**config.mk**
```make
export PLATFORM = sky130hd
export DESIGN_NAME = counter_sched
export DESIGN_NICKNAME = d
export VERILOG_FILES = /design/src/rtl/counter_sched_pkg.sv /design/src/rtl/counter_sched_counter.sv /design/src/rtl/counter_sched.sv
export SDC_FILE = /design/constraint.sdc
export NUM_CORES = 1
export LEC_CHECK = 0
export BUFFER_PORTS_ARGS = -buffer_cell sky130_fd_sc_hd__clkbuf_2
export CAP_MARGIN = 20
export CORE_UTILIZATION = 48
export CTS_BUF_LIST = sky130_fd_sc_hd__clkbuf_16
export DETAILED_ROUTE_END_ITERATION = 16
export PLACE_DENSITY = 0.76
export SLEW_MARGIN = 20
export SYNTH_ARGS = -nofsm -noshare
export SYNTH_HDL_FRONTEND = slang
export SYNTH_SLANG_ARGS = --single-unit
```
**constraint.sdc**
```tcl
create_clock -name clock -period 0.9 [get_ports clock]
set_input_delay 0.045 -clock clock [delete_from_list [all_inputs] [get_ports clock]]
set_output_delay 0.045 -clock clock [all_outputs]
set_load 0.005 [all_outputs]
```
**src/rtl/counter_sched_pkg.sv**
```systemverilog
// Shared types and the round-robin pick helper for the counter_sched interval-timer scheduler.
package counter_sched_pkg;

    typedef enum logic [1:0] {
        S_IDLE = 2'd0,
        S_LOAD = 2'd1,
        S_RUN  = 2'd2,
        S_DONE = 2'd3
    } state_t;

    // Widest request vector the pick helper accepts.
    localparam int unsigned RR_MAX = 32;

    // First set bit of req[n-1:0] at or above ptr, wrapping to bit 0; returns 0 when none is set.
    function automatic int unsigned rr_pick(input logic [RR_MAX-1:0] req_vec,
                                            input int unsigned        n,
                                            input int unsigned        ptr);
        int unsigned j;
        int unsigned pick;
        logic        found;
        pick  = 0;
        found = 1'b0;
        for (int unsigned k = 0; k < RR_MAX; k++) begin
            if (k < n) begin
                j = ptr + k;
                if (j >= n) begin
                    j = j - n;
                end
                if (!found && req_vec[j[4:0]]) begin
                    found = 1'b1;
                    pick  = j;
                end
            end
        end
        return pick;
    endfunction

endpackage

```
**src/rtl/counter_sched_counter.sv**
```systemverilog
// Free-running up-counter with enable; the rst input clears it asynchronously (active high).
module counter #(
    parameter int BITS = 8
) (
    input  logic            clk,
    input  logic            rst,
    input  logic            en,
    output logic [BITS-1:0] count
);

    logic [BITS-1:0] count_q;
    logic [BITS-1:0] count_d;

    always_comb begin
        count_d = count_q;
        if (en) begin
            count_d = count_q + BITS'(1);
        end
    end

    always_ff @(posedge clk or posedge rst) begin
        if (rst) begin
            count_q <= '0;
        end else begin
            count_q <= count_d;
        end
    end

    assign count = count_q;

endmodule

```
**src/rtl/counter_sched.sv**
```systemverilog
// Round-robin owner of one shared interval counter. Define COUNTER_SCHED_ABORT_EN to let the
// owner cancel its interval by dropping req during LOAD or RUN.
module counter_sched
    import counter_sched_pkg::*;
#(
    parameter int BITS  = 8,
    parameter int N_REQ = 4
) (
    input  logic                  clock,
    input  logic                  reset,
    input  logic [N_REQ-1:0]      req,
    input  logic [N_REQ*BITS-1:0] len,
    output logic [N_REQ-1:0]      grant,
    output logic [N_REQ-1:0]      done,
    output logic                  busy,
    output logic [BITS-1:0]       count
);

    localparam int IW = $clog2(N_REQ);

    state_t             state_q, state_d;
    logic [IW-1:0]      idx_q, idx_d;
    logic [IW-1:0]      ptr_q, ptr_d;
    logic [BITS-1:0]    len_q, len_d;
    logic [N_REQ-1:0]   grant_q, grant_d;
    logic [N_REQ-1:0]   done_q, done_d;
    logic               clear_q, clear_d;
    logic               en_q, en_d;

    logic [IW-1:0]      pick_idx;
    logic [IW-1:0]      next_ptr;
    logic [BITS-1:0]    count_w;
    logic               last_cycle;
    logic               abort;

    always_comb begin
        pick_idx = IW'(rr_pick(RR_MAX'(req), 32'(N_REQ), 32'(ptr_q)));
    end

    assign next_ptr   = (idx_q == IW'(N_REQ - 1)) ? '0 : idx_q + IW'(1);
    assign last_cycle = (count_w == len_q - BITS'(1));

`ifdef COUNTER_SCHED_ABORT_EN
    assign abort = ((state_q == S_LOAD) || (state_q == S_RUN)) && !req[idx_q];
`else
    assign abort = 1'b0;
`endif

    always_comb begin
        state_d = state_q;
        idx_d   = idx_q;
        ptr_d   = ptr_q;
        len_d   = len_q;
        grant_d = grant_q;
        done_d  = '0;
        clear_d = 1'b0;
        en_d    = en_q;

        if (abort) begin
            // Cancelled interval: release the owner, skip past it, leave the counter frozen.
            state_d = S_IDLE;
            grant_d = '0;
            en_d    = 1'b0;
            ptr_d   = next_ptr;
        end else begin
            case (state_q)
                S_IDLE: begin
                    en_d = 1'b0;
                    if (req != '0) begin
                        state_d           = S_LOAD;
                        idx_d             = pick_idx;
                        len_d             = len[int'(pick_idx)*BITS +: BITS];
                        grant_d           = '0;
                        grant_d[pick_idx] = 1'b1;
                        clear_d           = 1'b1;
                    end
                end
                S_LOAD: begin
                    if (len_q == '0) begin
                        state_d = S_DONE;
                        done_d  = grant_q;
                        en_d    = 1'b0;
                    end else begin
                        state_d = S_RUN;
                        en_d    = 1'b1;
                    end
                end
                S_RUN: begin
                    // The final enabled edge lands count on len as DONE is entered.
                    if (last_cycle) begin
                        state_d = S_DONE;
                        done_d  = grant_q;
                        en_d    = 1'b0;
                    end
                end
                S_DONE: begin
                    state_d = S_IDLE;
                    grant_d = '0;
                    en_d    = 1'b0;
                    ptr_d   = next_ptr;
                end
                default: begin
                    state_d = S_IDLE;
                    grant_d = '0;
                    en_d    = 1'b0;
                end
            endcase
        end
    end

    always_ff @(posedge clock or negedge reset) begin
        if (!reset) begin
            state_q <= S_IDLE;
            idx_q   <= '0;
            ptr_q   <= '0;
            len_q   <= '0;
            grant_q <= '0;
            done_q  <= '0;
            clear_q <= 1'b0;
            en_q    <= 1'b0;
        end else begin
            state_q <= state_d;
            idx_q   <= idx_d;
            ptr_q   <= ptr_d;
            len_q   <= len_d;
            grant_q <= grant_d;
            done_q  <= done_d;
            clear_q <= clear_d;
            en_q    <= en_d;
        end
    end

    // clear_q is a flop, so the counter's async clear is glitch-free and spans exactly LOAD.
    counter #(
        .BITS(BITS)
    ) u_counter (
        .clk  (clock),
        .rst  (clear_q | ~reset),
        .en   (en_q),
        .count(count_w)
    );

    assign grant = grant_q;
    assign done  = done_q;
    assign busy  = (state_q != S_IDLE);
    assign count = count_w;

endmodule

```
# Yosys cells after proc, flatten, opt, wreduce, memory -nomap -nowiden
# Cells that the tools add are included.
[op_classes]
add_sub_neg = 10
magnitude_cmp = 10
n_eq_ne = 7
shifts = 1
muxes = 36
bitwise = 2
reduce_logical = 16
[op_table]
columns = ["op", "count"]
rows = [
  ["$shiftx 32x6->8", 1],
  ["$lt 5x6->1 const B", 4],
  ["$bmux 1 s5", 4],
  ["$mux 5", 4],
  ["$pmux 4 s2", 2],
  ["$mux 2", 7],
  ["$mux 1", 13],
  ["$mux 4", 3],
  ["$sub 3x3->4 const B", 3],
  ["$ge 3x3->1 const B", 3],
  ["$add 8x1->8 const B", 1],
  ["$eq 8x8->1", 1],
  ["$logic_not 8->1", 1],
  ["$pmux 2 s4", 1],
  ["$sub 8x1->8 const B", 1],
  ["$add 2x2->3 const B", 2],
  ["$eq 2x2->1 const B", 3],
  ["$reduce_and 2->1", 3],
  ["$logic_and 1x1->1", 4],
  ["$ne 2x2->1 const B", 2],
  ["$reduce_bool 2->1", 2],
  ["$reduce_bool 4->1", 1],
  ["$sub 2x3->4 const B", 1],
  ["$add 2x1->3 const B", 1],
  ["12 further kinds", 14],
]
[word_totals]
regBits = 32
word_cells = 91

# Depth between registers and ports, before layout
[depth]
ltp_word = 20
mapped_depth = 13
ltp_nobuf = 9

# By module
# A second synthesis with hierarchy kept.
[hier_totals]
cells_unflattened = 239
hier_area_um2 = 2258.4
[by_module_without_submodules]
columns = ["module", "n_inst", "cells_per_inst", "area_each_um2", "seq_area_each_um2"]
rows = [
  ["counter_sched", 1, 212, 1913.1, 600.6],
  ["counter", 1, 27, 345.3, 200.2],
]

# Worst setup path before layout
# OpenSTA, ideal clock, no wires.
[synth_path]
kind = "register to register"
start = "register ptr_q[0]"
end = "register len_q[0]"
t_arrival_ns = 2.789
path_slack_ns = -1.974
stages_incl_launch_ff = 12
n_path_buf = 3
cell_sequence = "dfrtp_1 > buf_2 > buf_2 > inv_1 > ha_1 > clkbuf_1 > nor3_1 > nand4b_1 > or3b_1 > nor2_8 > a22oi_1 > a32oi_1"
[synth_via]
elab_chain_len = 15
elab_cells_between_ends = 37
classes_between = "7 x add/sub; 4 x order compare; 1 x shift; 19 x mux; 6 x reduce/logical"
[synth_rtl]
columns = ["element", "line", "rtl"]
rows = [
  ["from (decl)", "counter_sched.sv:23", "logic [IW-1:0] ptr_q, ptr_d;"],
  ["from (signal assigned)", "counter_sched.sv:124", "ptr_q <= ptr_d;"],
  ["branches (longest 13 deep; another with $sub 3x3->4)", "-", ""],
  ["$mux 2 *", "counter_sched_pkg.sv:29", "if (!found && req_vec[j[4:0]]) begin"],
  ["$shiftx 32x6->8 *", "counter_sched.sv:72", "len_d = len[int'(pick_idx)*BITS +: BITS];"],
  ["to (signal assigned)", "counter_sched.sv:125", "len_q <= len_d;"],
  ["to (decl)", "counter_sched.sv:24", "logic [BITS-1:0] len_q, len_d;"],
]
# Mark *: on every way between the ends. The select of a mux whose other input is x is not followed.
# A chain may end at the register's enable or synchronous reset.

# Worst setup path after layout
[layout_path]
start = "register ptr_q[1]"
end = "register len_q[7]"
# The elaborated chain is that of the path after synthesis.

==> qor.json <==
{
  "dpl.cell_count": {"value": 396},
  "cap_violations": {"value": 0},
  "power_report.internal_total": {"value": 2.93, "unit": "mW"},
  "grt_setup_unrepaired": {"value": "true"},
  "synthFlopType": {"value": "sky130_fd_sc_hd__dfrtp_1"},
  "grt.met3_usage": {"value": 6.35, "unit": "%"},
  "core_footprint": {"value": 4380, "unit": "µm²"},
  "highest_utilization_routing_layer_at_the_global_route_stage": {"value": "met2"},
  "postSynthRegisterBits": {"value": 32},
  "finalHoldWorstSlack": {"value": 0.0129, "unit": "ns"},
  "peak_ir_drop_on_the_vdd_network": {"value": 913, "unit": "µV"},
  "r2r-start": {"value": "ptr_q[1]"},
  "die_area": {"value": 4880, "unit": "µm²"},
  "route.vias.total": {"value": 2624},
  "powerDensity": {"value": 999, "unit": "nW/µm²"},
  "place_hpwl": {"value": 4630, "unit": "µm"},
  "cts.clk_slew.worst_paths": {"value": 0.05, "unit": "ns"},
  "via_count_of_the_first_global_routing_pass": {"value": 2606},
  "grt_max_degree": {"value": 19},
  "areaGrowthSynthToFinish": {"value": 71.1, "unit": "%"},
  "violations_in_the_final_reports": {"value": "negative setup slack"},
  "seq_area": {"value": 806, "unit": "µm²"},
  "route.detailed.wl_per_inst": {"value": 20.8, "unit": "µm"},
  "hold_path.startpoint": {"value": "len[3]"},
  "share_comb_of_total_power": {"value": 11.2, "unit": "%"},
  "cts_max_level": {"value": 2},
  "first_iter_violations": {"value": 202},
  "crit_required": {"value": 1.08, "unit": "ns"},
  "timing.slew.headroom": {"value": 71.3, "unit": "%"},
  "unique_masters_post_synth": {"value": 57},
  "initial_core_util": {"value": 50.4, "unit": "%"},
  "multi_input_area": {"value": 1650, "unit": "µm²"},
  "worstReg2RegEnd": {"value": "len_q[7]"},
  "synth.area.top_cells": {"value": "sky130_fd_sc_hd__dfrtp_1, sky130_fd_sc_hd__ha_1, sky130_fd_sc_hd__xnor2_1"},
  "die_height": {"value": 69.9, "unit": "µm"},
  "grt.met2_usage": {"value": 57.4, "unit": "%"},
  "postSynth.asyncResetShare": {"value": 100, "unit": "%"},
  "fmaxAchievable": {"value": 0.396, "unit": "GHz"},
  "post-layout-total-power": {"value": 3.78, "unit": "mW"},
  "fin_nets": {"value": 425},
  "cp_max_fo": {"value": 9},
  "final-setup-viol-count": {"value": 41},
  "fp-row-count": {"value": 24},
  "period_share": {"value": 281, "unit": "%"},
  "worst_slack": {"value": -1.62, "unit": "ns"},
  "drt_antenna_net_count": {"value": 0},
  "wire_length_of_the_first_global_routing_pass": {"value": 12800, "unit": "µm"},
  "antenna_found_initial": {"value": 0},
  "gp_routability_congestion": {"value": 0.852},
  "cts_inserted_buffers": {"value": 5},
  "drt_wl_total": {"value": 8900, "unit": "µm"},
  "status": {"value": "complete, but fails checks"},
  "remaining_drc_errors": {"value": 0},
  "setup.worst_path.class": {"value": "reg2reg"},
  "power.share.sequential": {"value": 38.1, "unit": "%"},
  "tritoncts": {"value": "built"},
  "track_usage": {"value": 33.6, "unit": "%"},
  "antenna_cells": {"value": 0},
  "yosys-top-cells-count": {"value": "sky130_fd_sc_hd__dfrtp_1, sky130_fd_sc_hd__nand2_1, sky130_fd_sc_hd__nor2_1"},
  "syn_inst": {"value": 236},
  "fin_worst_skew": {"value": 0.00200, "unit": "ns"},
  "reg2regPathDepth": {"value": 10},
  "clock_path_buffers": {"value": 2},
  "worstHoldEndpoint": {"value": "len_q[3]"},
  "max_slew.worst_pin.slew": {"value": 0.427, "unit": "ns"},
  "setup_crit_end_kind": {"value": "flop"},
  "floorplan.io_pins": {"value": 55},
  "synth_fp_nets": {"value": 286},
  "power_leakage": {"value": 1.81, "unit": "nW"},
  "critical_path.startpoint_type": {"value": "flop"},
  "synth_largest_area_cell": {"value": "sky130_fd_sc_hd__dfrtp_1"},
  "numClockSinks": {"value": 32},
  "netSwitchingFraction": {"value": 22.6, "unit": "%"},
  "worst-endpoint-arrival": {"value": 2.71, "unit": "ns"},
  "postLayoutCoreUtil": {"value": 86.3, "unit": "%"},
  "drt_first_pass_iters": {"value": 5},
  "overflow": {"value": 0},
  "yosys.cell_count.top_type": {"value": "sky130_fd_sc_hd__dfrtp_1"},
  "synth.top_cell.area_share": {"value": 36.2, "unit": "%"},
  "drive_above_1_share": {"value": 55.6, "unit": "%"},
  "synthesis.area_per_instance": {"value": 9.37, "unit": "µm²"},
  "avgViaCountPerCell": {"value": 6.13},
  "hold_depth": {"value": 3},
  "report.final.slew_viol_count": {"value": 0},
  "holdCritPathClass": {"value": "in2reg"},
  "synth_edf_count": {"value": 0},
  "clk_latency": {"value": 0.28, "unit": "ns"},
  "die_w": {"value": 69.9, "unit": "µm"},
  "mappedNetlistArea": {"value": 2210, "unit": "µm²"},
  "synth_sequential_area_ratio": {"value": 36.2, "unit": "%"},
  "numPortBuffers": {"value": 54},
  "setup.reg_to_reg.worst_slack": {"value": -1.62, "unit": "ns"},
  "synthesis.yosys.warnings": {"value": 0},
  "root_buffer": {"value": "sky130_fd_sc_hd__clkbuf_16"},
  "layout_min_cycle_time": {"value": 2.52, "unit": "ns"},
  "use_met1": {"value": 41.3, "unit": "%"},
  "share_clk_of_total_power": {"value": 50.7, "unit": "%"},
  "fillCellCount": {"value": 214},
  "report.final.hold_viol_count": {"value": 0},
  "fin_cells": {"value": 428},
  "power_switching": {"value": 0.854, "unit": "mW"}
}
-- cells in the final DEF (no fill, tap or decap), drive strengths merged, types with 3 or more instances in the layout --
master	n
a221oi	8
a22oi	10
a31oi	8
a32oi	3
and2	5
and3	4
buf	89
clkbuf	57
dfrtp	32
ha	12
inv	11
mux2	3
mux2i	4
nand2	22
nand2b	6
nand3	5
nand4	3
nor2	23
nor3	5
o211ai	3
o21ai	11
xnor2	10
xor2	8
-- timing repair --
item | CTS | global route
resized for setup | 42 | 21
pin swaps | 19 | 11
endpoints found under the hold margin | 32 | 0
buffers inserted | 21 | 5
endpoints found under the setup margin | 40 | 41
gates cloned | 1 | 0
hold buffers | 1 | 0
-- critical path: stages, from the launching register on --
cell                      delay, ns
sky130_fd_sc_hd__dfrtp_1       0.40
sky130_fd_sc_hd__buf_12        0.14
sky130_fd_sc_hd__ha_1          0.19
sky130_fd_sc_hd__nor2b_2       0.21
sky130_fd_sc_hd__nor3_4        0.33
sky130_fd_sc_hd__nor4_4        0.10
sky130_fd_sc_hd__buf_4         0.15
sky130_fd_sc_hd__or3b_4        0.42
sky130_fd_sc_hd__nor2_8        0.19
sky130_fd_sc_hd__a22oi_1       0.10
sky130_fd_sc_hd__a31oi_1       0.20
-- metal layers --
metal | wire length (µm) | share of wire, %
met5 | 0 | 0
met4 | 432 | 4.9
met3 | 637 | 7.2
met2 | 4460 | 50
met1 | 3370 | 38
-- cell families (layout without fill, tap and decap cells) --
logic type      Yosys count  after routing  share of synthesized area, %
simple gates             86             86                          20.8
compound gates           58             59                          20.3
flops                    32             32                          36.2
buf+inv                  22            161                          4.41
xor+xnor                 18             18                          7.13
fa+ha+maj                12             12                          6.79
mux                       8              8                          4.36
-- power groups by stage --
stage / Clock, mW / Sequential [mW] / Combinational (mW)
finish: 1.92 / 1.44 / 0.423
global route: 1.97 / 1.44 / 0.457
CTS: 1.91 / 1.44 / 0.388
global placement: 0 / 1.46 / 0.354
detailed placement: 0 / 1.46 / 0.362
floorplan: 0 / 1.47 / 0.159
-- stage by stage --
step | setup TNS, ns | worst slack [ns] | instance area, µm²
final | -33.50 | -1.62 | 3780
after global routing | -35.07 | -1.71 | 3780
after CTS | -30.19 | -1.48 | 3670
after detailed placement | -31.00 | -1.61 | 3190
after global placement | -29.68 | -1.54 | 3190
after floorplan | -26.95 | -1.49 | 2430
-- how the worst max path moves through the flow --
stage / startpoint / end / slack [ns] / cells past startpoint
finish: ptr_q[1] / len_q[7] / -1.62 / 10
global route: ptr_q[1] / len_q[1] / -1.71 / 10
CTS: ptr_q[1] / len_q[6] / -1.48 / 7
floorplan: ptr_q[0] / len_q[1] / -1.49 / 12
global placement: ptr_q[0] / len_q[1] / -1.54 / 8
detailed placement: ptr_q[0] / len_q[0] / -1.61 / 8
-- area by class of cell --
type,count,area share (%)
Sequential cell,32,21.3
Inverter,11,1.36
Timing Repair Buffer,142,27.8
Tap cell,52,1.72
Clock buffer,5,3.31
Multi-Input combinational cell,183,43.5
Clock inverter,3,0.992
-- state kept, by name, summed over array words and instances, names as in the netlist, 2 cells and up --
| signal | flops |
|---|---|
| len_q | 8 |
| u_counter.count | 8 |
| done | 4 |
| grant | 4 |
| idx_q | 2 |
| ptr_q | 2 |
| state_q | 2 |
(Power assumes the default switching activity.)
